--- config.mk ---
export PLATFORM = sky130hd
export DESIGN_NAME = uart_tx_sched
export DESIGN_NICKNAME = d
export VERILOG_FILES = /design/src/rtl/uart_tx_sched.sv
export SDC_FILE = /design/constraint.sdc
export NUM_CORES = 1
export LEC_CHECK = 0
export ABC_AREA = 1
export BUFFER_PORTS_ARGS = -buffer_cell sky130_fd_sc_hd__buf_2
export CAP_MARGIN = 20
export CELL_PAD_IN_SITES_DETAIL_PLACEMENT = 0
export CELL_PAD_IN_SITES_GLOBAL_PLACEMENT = 1
export CORE_ASPECT_RATIO = 2
export CORE_MARGIN = 2
export CORE_UTILIZATION = 30
export DETAILED_ROUTE_END_ITERATION = 8
export PLACE_DENSITY_LB_ADDON = 0.1
export SETUP_SLACK_MARGIN = 0.15
export SLEW_MARGIN = 20
export SYNTH_ARGS = -nofsm -noshare
export SYNTH_HDL_FRONTEND = slang
export SYNTH_SLANG_ARGS = --single-unit
--- constraint.sdc ---
create_clock -name clk -period 3.9 [get_ports clk]
set_input_delay 0.78 -clock clk [delete_from_list [all_inputs] [get_ports clk]]
set_output_delay 0.78 -clock clk [all_outputs]
set_load 0.02 [all_outputs]
--- src/rtl/uart_tx_sched.sv ---
// Transmit scheduler: buffers bytes in a FIFO and feeds them to a polled uart
// (data at addr 0, status at addr 1, status bit 7 = transmitter busy).
module uart_tx_sched #(
  parameter int DEPTH      = 8,
  parameter int GAP_CYCLES = 2
) (
  input  logic                       clk,
  input  logic                       rst,
  input  logic [7:0]                 in_data,
  input  logic                       in_valid,
  output logic                       in_ready,
  output logic                       u_cs,
  output logic                       u_we,
  output logic                       u_addr,
  output logic [7:0]                 u_dbw,
  input  logic [7:0]                 u_dbr,
  output logic [$clog2(DEPTH):0]     count,
  output logic                       idle
);

  localparam int AW = $clog2(DEPTH);
  localparam int CW = AW + 1;
  localparam logic [CW-1:0] FULL_CNT = CW'(DEPTH);
  localparam logic [CW-1:0] ZERO_CNT = {CW{1'b0}};
  localparam logic [CW-1:0] ONE_CNT  = CW'(1'b1);
  localparam logic [AW-1:0] ONE_PTR  = AW'(1'b1);
  localparam logic [3:0]    GAP_LOAD = 4'(GAP_CYCLES - 1);

  typedef enum logic [1:0] {
    IDLE  = 2'd0,
    POLL  = 2'd1,
    WRITE = 2'd2,
    GAP   = 2'd3
  } state_t;

  logic [7:0]    mem_r [DEPTH];
  logic [AW-1:0] wr_ptr_r, rd_ptr_r;
  logic [CW-1:0] count_r, count_s;
  state_t        state_r, state_s;
  logic [3:0]    gap_r, gap_s;
  logic          cs_s, we_s, addr_s;
  logic [7:0]    dbw_s;
  logic          push_s, pop_s;
  logic          u_cs_r, u_we_r, u_addr_r;
  logic [7:0]    u_dbw_r;
  logic          in_ready_r, idle_r;
  logic          unused_dbr_s;

  // Only the busy flag of the status register matters.
  assign unused_dbr_s = ^u_dbr[6:0];

  assign push_s = in_valid && (count_r != FULL_CNT);
  assign pop_s  = (state_r == WRITE);

  // Next occupancy from this edge's push/pop pair.
  always_comb begin
    count_s = count_r;
    case ({push_s, pop_s})
      2'b10:   count_s = count_r + ONE_CNT;
      2'b01:   count_s = count_r - ONE_CNT;
      default: count_s = count_r;
    endcase
  end

  // Next-state and next-output decode; the uart pins are registered from these.
  always_comb begin
    state_s = state_r;
    gap_s   = gap_r;
    cs_s    = 1'b0;
    we_s    = 1'b0;
    addr_s  = 1'b0;
    dbw_s   = 8'h00;
    case (state_r)
      IDLE: begin
        if (count_r != ZERO_CNT) begin
          state_s = POLL;
          cs_s    = 1'b1;
          addr_s  = 1'b1;
        end else begin
          state_s = IDLE;
        end
      end
      POLL: begin
        if (u_dbr[7]) begin
          state_s = GAP;
          gap_s   = GAP_LOAD;
        end else begin
          state_s = WRITE;
          cs_s    = 1'b1;
          we_s    = 1'b1;
          dbw_s   = mem_r[rd_ptr_r];
        end
      end
      WRITE: begin
        state_s = GAP;
        gap_s   = GAP_LOAD;
      end
      GAP: begin
        if (gap_r != 4'd0) begin
          gap_s = gap_r - 4'd1;
        end else if (count_r != ZERO_CNT) begin
          state_s = POLL;
          cs_s    = 1'b1;
          addr_s  = 1'b1;
        end else begin
          state_s = IDLE;
        end
      end
      default: begin
        state_s = IDLE;
        gap_s   = 4'd0;
      end
    endcase
  end

  // FIFO storage; contents need no reset since count gates every read.
  always_ff @(posedge clk) begin
    if (push_s) begin
      mem_r[wr_ptr_r] <= in_data;
    end
  end

  // Control state, pointers and registered outputs.
  always_ff @(posedge clk or posedge rst) begin
    if (rst) begin
      state_r    <= IDLE;
      gap_r      <= 4'd0;
      wr_ptr_r   <= {AW{1'b0}};
      rd_ptr_r   <= {AW{1'b0}};
      count_r    <= ZERO_CNT;
      u_cs_r     <= 1'b0;
      u_we_r     <= 1'b0;
      u_addr_r   <= 1'b0;
      u_dbw_r    <= 8'h00;
      in_ready_r <= 1'b1;
      idle_r     <= 1'b1;
    end else begin
      state_r    <= state_s;
      gap_r      <= gap_s;
      count_r    <= count_s;
      u_cs_r     <= cs_s;
      u_we_r     <= we_s;
      u_addr_r   <= addr_s;
      u_dbw_r    <= dbw_s;
      in_ready_r <= (count_s != FULL_CNT);
      idle_r     <= (state_s == IDLE) && (count_s == ZERO_CNT);
      if (push_s) begin
        wr_ptr_r <= wr_ptr_r + ONE_PTR;
      end
      if (pop_s) begin
        rd_ptr_r <= rd_ptr_r + ONE_PTR;
      end
    end
  end

  assign in_ready = in_ready_r;
  assign u_cs     = u_cs_r;
  assign u_we     = u_we_r;
  assign u_addr   = u_addr_r;
  assign u_dbw    = u_dbw_r;
  assign count    = count_r;
  assign idle     = idle_r;

endmodule

==> results of run 1 <==
==> cell type report <==
class | instances | area (sq um) | area share (%)
Sequential cell | 93 | 2650 | 59.3
Multi-Input combinational cell | 204 | 1070 | 23.9
Tap cell | 150 | 188 | 4.20
Timing Repair Buffer | 32 | 170 | 3.81
Inverter | 23 | 86.3 | 1.93
Clock buffer | 13 | 260 | 5.82
Clock inverter | 3 | 43.8 | 0.980
==> cells by family after synthesis <==
group	synth area share, %
compound gates	8.00
xor+xnor	1.13
fa+ha+maj	3.24
buf+inv	3.69
flops	68.6
mux	2.36
simple gates	13.0
==> sequential cells by signal (all words and copies together), names as in the netlist, 2 cells and up <==
register,cells
state_r,2
u_dbw,8
rd_ptr_r,3
mem_r,64
gap_r,4
count,4
wr_ptr_r,3
==> synthesized netlist by cell type (5+ instances only) <==
cell | number | share of area [%]
nor2_1 | 64 | 6.2
o22ai_1 | 9 | 1.5
buf_2 | 6 | 0.78
edfxtp_1 | 64 | 50
nand3_1 | 11 | 1.4
ha_1 | 10 | 3.2
dfrtp_1 | 27 | 17
o21ai_0 | 20 | 2.6
nor2_2 | 5 | 0.81
nand2_1 | 33 | 3.2
inv_1 | 18 | 1.7
inv_2 | 5 | 0.49
mux2i_1 | 8 | 2.1
o21ai_1 | 26 | 3.4
==> how the worst min path moves through the flow <==
stage,end,slack [ns]
4_1_cts,wr_ptr_r[0]$_DFFE_PP0P_,0.54
3_3_place_gp,wr_ptr_r[0]$_DFFE_PP0P_,0.52
5_1_grt,wr_ptr_r[0]$_DFFE_PP0P_,0.59
3_5_place_dp,wr_ptr_r[0]$_DFFE_PP0P_,0.52
2_1_floorplan,wr_ptr_r[0]$_DFFE_PP0P_,0.49
6_report,wr_ptr_r[0]$_DFFE_PP0P_,0.53
==> critical path: stages, from the launching register on <==
cell     delay (ns)
dfrtp_1        0.44
nor2_1         0.22
nand3_1        0.17
nand2_1        0.22
ha_1           0.25
nand2_1        0.08
inv_2          0.07
nor2_2         0.04
ha_1           0.28
nand2_2        0.07
nand2_2        0.05
or2_1          0.23
nor2_2         0.13
nand2_1        0.07
nor2_2         0.08
==> report_power, final <==
| part | internal, mW | switching, mW | leakage (nW) |
|---|---|---|---|
| Clock | 0.532 | 0.342 | 0.150 |
| Sequential | 1.29 | 0.187 | 0.943 |
| Combinational | 0.430 | 0.821 | 0.698 |
| Total | 2.25 | 1.35 | 1.79 |
==> stage by stage <==
stage / setup WS [ns] / hold WS, ns / area, sq um
floorplan: 1.69 / 0.493 / 3860
global placement: 1.40 / 0.518 / 4160
detailed placement: 1.37 / 0.522 / 4160
CTS: 1.41 / 0.535 / 4470
global route: 1.15 / 0.589 / 4470
finish: 1.45 / 0.535 / 4470
==> per-layer routing <==
metal / vias to the layer above / track usage [%] / share of wire, %
li1: 1201 / - / -
met3: 12 / 2.80 / 2.9
met2: 32 / 25.3 / 57
met1: 1181 / 13.7 / 38
met5: - / 0 / 0
met4: 0 / 5.50 / 1.9
==> summary.md, run 1 <==
| Metric | Value |
|---|---|
| Status | finished clean |
| Util after Layout | between 30 and 40% |
| Fin nets | just under 400 |
| Clk_lat worst skew | about 0.34 ns |
| Die height | roughly 160 um |
| Layout fillers | roughly 1300 |
| PD cells | between 800 and 900 mW/mm^2 |
| Syn-to-layout area delta | 15.7% |
| Synth Register Bits | between 90 and 100 |
| Die ar. | 0.0139 sq mm |
| Final Non-Filler Cells | 518 |
| Clock transition at path regs | about 0.060 ns |
| Die Width | between 80 and 90 um |
| Worst-Margin Slew | approximately 1.0 ns |
| Port buffer count | 28 |
| I/O pins | 36 |
| RSZ-0062 raised after global routing | false |
| Critical Path End | idle$_DFF_PP1_ |
| First-pass GRT wire length | approximately 13000 um |
| TritonCTS Buffers | 9 |
| Post-layout minimum cycle time | about 2.5 ns |
| HPWL Detailed | 5950 um |
| Root Driver | clkbuf_16 |
| Avg Inst Size Synth | between 10 and 15 sq um |
| EDFF count, synth | between 60 and 70 |
| Hold WC Path Type | reg -> reg |
| Synth Instances | about 330 |
| F_max | around 400 MHz |
| Netlist Area Pre-Place | just under 0.004 sq mm |
| Post-synth ARST share | between 30 and 40% |
| Crit share post-route | 62.9% |
| Gr ovfl total | 0 |
| Clock sink total | 93 |
| Final Hold Vio Count | 0 |
| CTS tree | yes |
| Worst IR drop on VDD | 0.000405 V |
| Layout cells sized above 1 | 17.4% |
| Vias after detailed routing | around 2400 |
| WL/cell | 16.5 um |
| PostCTS Resize Cnt | 0 |
| WP data arrival | ~2.7 ns |
| FF-to-FF setup slack | around 1.4 ns |
| Max Cap Viol | 0 |
| Worst hold path stage count | 2 |
| Pin count of the biggest net entering global routing | 35 |
| Number of global-route vias before repair | approximately 2400 |
| Core area | 0.0126 sq mm |
| Post-synthesis net count | 360 |
| Sequential area share after synthesis | approximately 69% |
| Slew Limit Fails | 0 |
| Worst Setup SP | count[0]$_DFF_PP0_ |
| R2r worst-path depth | 14 |
| Worst clock skew | between 0.006 and 0.007 ns |
| Routed Antenna Nets | 0 |
| DR pass1 iterations | 4 |
| Drc violations | 0 |
| H-tree depth | 3 |
| Slew HR | 33.0% |
| Iter 0 DRT Violations | roughly 120 |
| Antenna violations before repair | 0 |
| CP endpoint kind | flop |
| Post-layout power | 3.60 mW |
| HP Start | wr_ptr_r[0]$_DFFE_PP0P_ |
| DRT Wirelength | 8530 um |
| RR Endpoint | idle$_DFF_PP1_ |
| CP required | 4.18 ns |
| Final RePlAce weighted congestion | roughly 0.74 |
| Lkg Pwr | about 1.8 nW |
| Row Count | 58 |
| Synth Flop Type | edfxtp_1 |
| Initial core utilization | between 30% and 40% |
| Hold_buf cts | 0 |
| Vias per cell | ~4.7 |
| Netlist cell types | 26 |
| Fin Setup TNS | 0 ns |
| CP Launch Type | flop |
| Critical setup path kind | reg -> reg |
| Peak fanout along the critical path | 6 |
| Reg2reg start | count[0]$_DFF_PP0_ |
| Final setup viols | 0 |
| Placed insts | 502 |
| Clock buffer depth | 2 |
| Ant. Diodes | 0 |
| Setup Buffers After CTS | 0 |
| Most frequent cells in the layout | 64 x nor2_1, 64 x edfxtp_1, 33 x nand2_1 |
| Tot GR Track Use | roughly an eighth |
| Synth warn | 0 |
(Power assumes the default switching activity.)
==> inputs of run 2 (changes only) <==
- clock period: 3.9 -> 2.1 ns (I/O delays scaled with it)
==> summary.md, run 2 (synthesis gave the netlist of run 1 again) <==
| Metric | Value |
|---|---|
| Antenna violations before repair | 0 |
| Fin nets | 413 |
| F_max | a little over 500 MHz |
| Pin count of the biggest net entering global routing | 33 |
| Max Cap Viol | 0 |
| TritonCTS Buffers | 9 |
| H-tree depth | 3 |
| Core area | roughly 0.013 sq mm |
| PD cells | around 1500 mW/mm^2 |
| DRT Wirelength | 8740 um |
| WL/cell | 16.2 um |
| Final RePlAce weighted congestion | approximately 0.72 |
| Final Hold Vio Count | 0 |
| Worst clock skew | around 0.01 ns |
| Drc violations | 0 |
| Status | finished clean |
| Worst-Margin Slew | 0.460 ns |
| Gr ovfl total | 0 |
| Final worst setup slack | between 0.1 and 0.15 ns |
| Vias after detailed routing | approximately 2500 |
| Largest register FFs | 64 |
| Die height | ~160 um |
| Most common cell after layout, fill and taps aside | edfxtp_1 |
| Slew HR | between 60% and 70% |
| Clock transition at path regs | roughly 0.070 ns |
| Root Driver | clkbuf_16 |
| Routed Antenna Nets | 0 |
| Initial core utilization | between 30% and 40% |
| Row Count | 58 |
| Worst IR drop on VDD | 0.000718 V |
| First-pass GRT wire length | approximately 14000 um |
| Number of global-route vias before repair | 2554 |
| Crit share post-route | between 90% and 100% |
| Post-layout minimum cycle time | approximately 2.0 ns |
| Clock buffer depth | 2 |
| Critical setup path kind | reg -> reg |
| CP required | between 2 and 2.5 ns |
| WP data arrival | 2.24 ns |
| I/O pins | 36 |
| RSZ-0062 raised after global routing | true |
| Final Non-Filler Cells | 539 |
| CP Launch Type | flop |
| Fin Setup TNS | 0 ns |
| Hold_buf cts | 0 |
| CP endpoint kind | flop |
| Lkg Pwr | 1.88 nW |
| Iter 0 DRT Violations | approximately 160 |
| Slew Limit Fails | 0 |
| Post-layout power | between 6 and 7 mW |
| Post-Place Setup Slack | between 0.05 and 0.06 ns |
| Tot GR Track Use | 13.6% |
| HPWL Detailed | 5950 um |
| Largest register by flop count | mem_r |
| Placed insts | roughly 520 |
| Port buffer count | 28 |
| Die Width | 84.2 um |
| Vias per cell | roughly 4.7 |
| DR pass1 iterations | 4 |
| Clk_lat worst skew | about 0.34 ns |
| Clock sink total | 93 |
| Die ar. | around 0.014 sq mm |
| Most frequent cells in the layout | 64 x edfxtp_1, 63 x nor2_1, 31 x nand2_1 |
| Final setup viols | 0 |
| Hold WC Path Type | in -> async |
| Ant. Diodes | 0 |
| Peak fanout along the critical path | 4 |
| CTS tree | yes |
| Syn-to-layout area delta | 20.7% |
| Layout cells sized above 1 | a little under a quarter |
## run 2: cell type report
| cell class | instances | area (sq um) |
|---|---|---|
| fill | 1265 | 7890 |
| sequential | 93 | 2650 |
| multi-input combinational | 204 | 1120 |
| timing repair buffer | 53 | 328 |
| clock buffer | 10 | 229 |
| tap | 150 | 188 |
| inverter | 23 | 86.3 |
| clock inverter | 6 | 53.8 |
## run 2: worst paths after layout
check / startpoint / end / slack, ns / cells past startpoint
setup / recovery: count[1]$_DFF_PP0_ / idle$_DFF_PP1_ / 0.13 / 14
max in group asynchronous: rst / in_ready$_DFF_PP1_ / 1.59 / 3
setup reg to reg: count[1]$_DFF_PP0_ / idle$_DFF_PP1_ / 0.13 / 14
hold / removal: rst / u_dbw[1]$_DFF_PP0_ / 0.17 / 3
hold reg to reg: rd_ptr_r[1]$_DFFE_PP0P_ / rd_ptr_r[1]$_DFFE_PP0P_ / 0.55 / 1
min in group clk: in_data[1] / mem_r[0][1]$_DFFE_PP_ / 0.35 / 1
## run 2: critical path: stages (launching register included)
cell,delay [ns]
dfrtp_2,0.42
nor2_4,0.13
nand3_4,0.09
nand2_4,0.07
ha_4,0.15
nand2_2,0.06
inv_2,0.05
nor2_2,0.03
ha_1,0.28
nand2_2,0.07
nand2_2,0.05
or2_1,0.21
nor2_2,0.11
nand2_1,0.08
nor2_2,0.08
## run 2: through the flow
| stage | hold WS [ns] | util (%) | area [sq um] |
|---|---|---|---|
| detailed placement | 0.533 | 34.6 | 4340 |
| floorplan | 0.492 | - | 3890 |
| finish | 0.167 | 37.1 | 4660 |
| global placement | 0.519 | 34.6 | 4340 |
| CTS | 0.182 | 37.0 | 4640 |
| global route | 0.208 | 37.1 | 4660 |
## run 2: routing by layer
layer	wire length, um	vias up	GRT usage [%]	part of all wire [%]
met5	0	-	0	0
met4	178	0	5.57	2.0
met3	240	11	2.75	2.7
met2	4950	37	26.2	57
met1	3360	1248	14.2	38
li1	-	1237	-	-
## run 2: repair_timing
action                                  4_1_cts  5_1_grt
gates resized for setup                       2        3
endpoints found under the hold margin         0        0
buffers inserted                              1        1
pin swaps                                     5        3
endpoints found under the setup margin        2        2
## run 2: power by group
| group | internal [mW] | switching [mW] |
|---|---|---|
| clock | 0.908 | 0.641 |
| sequential | 2.39 | 0.177 |
| combinational | 0.990 | 1.76 |
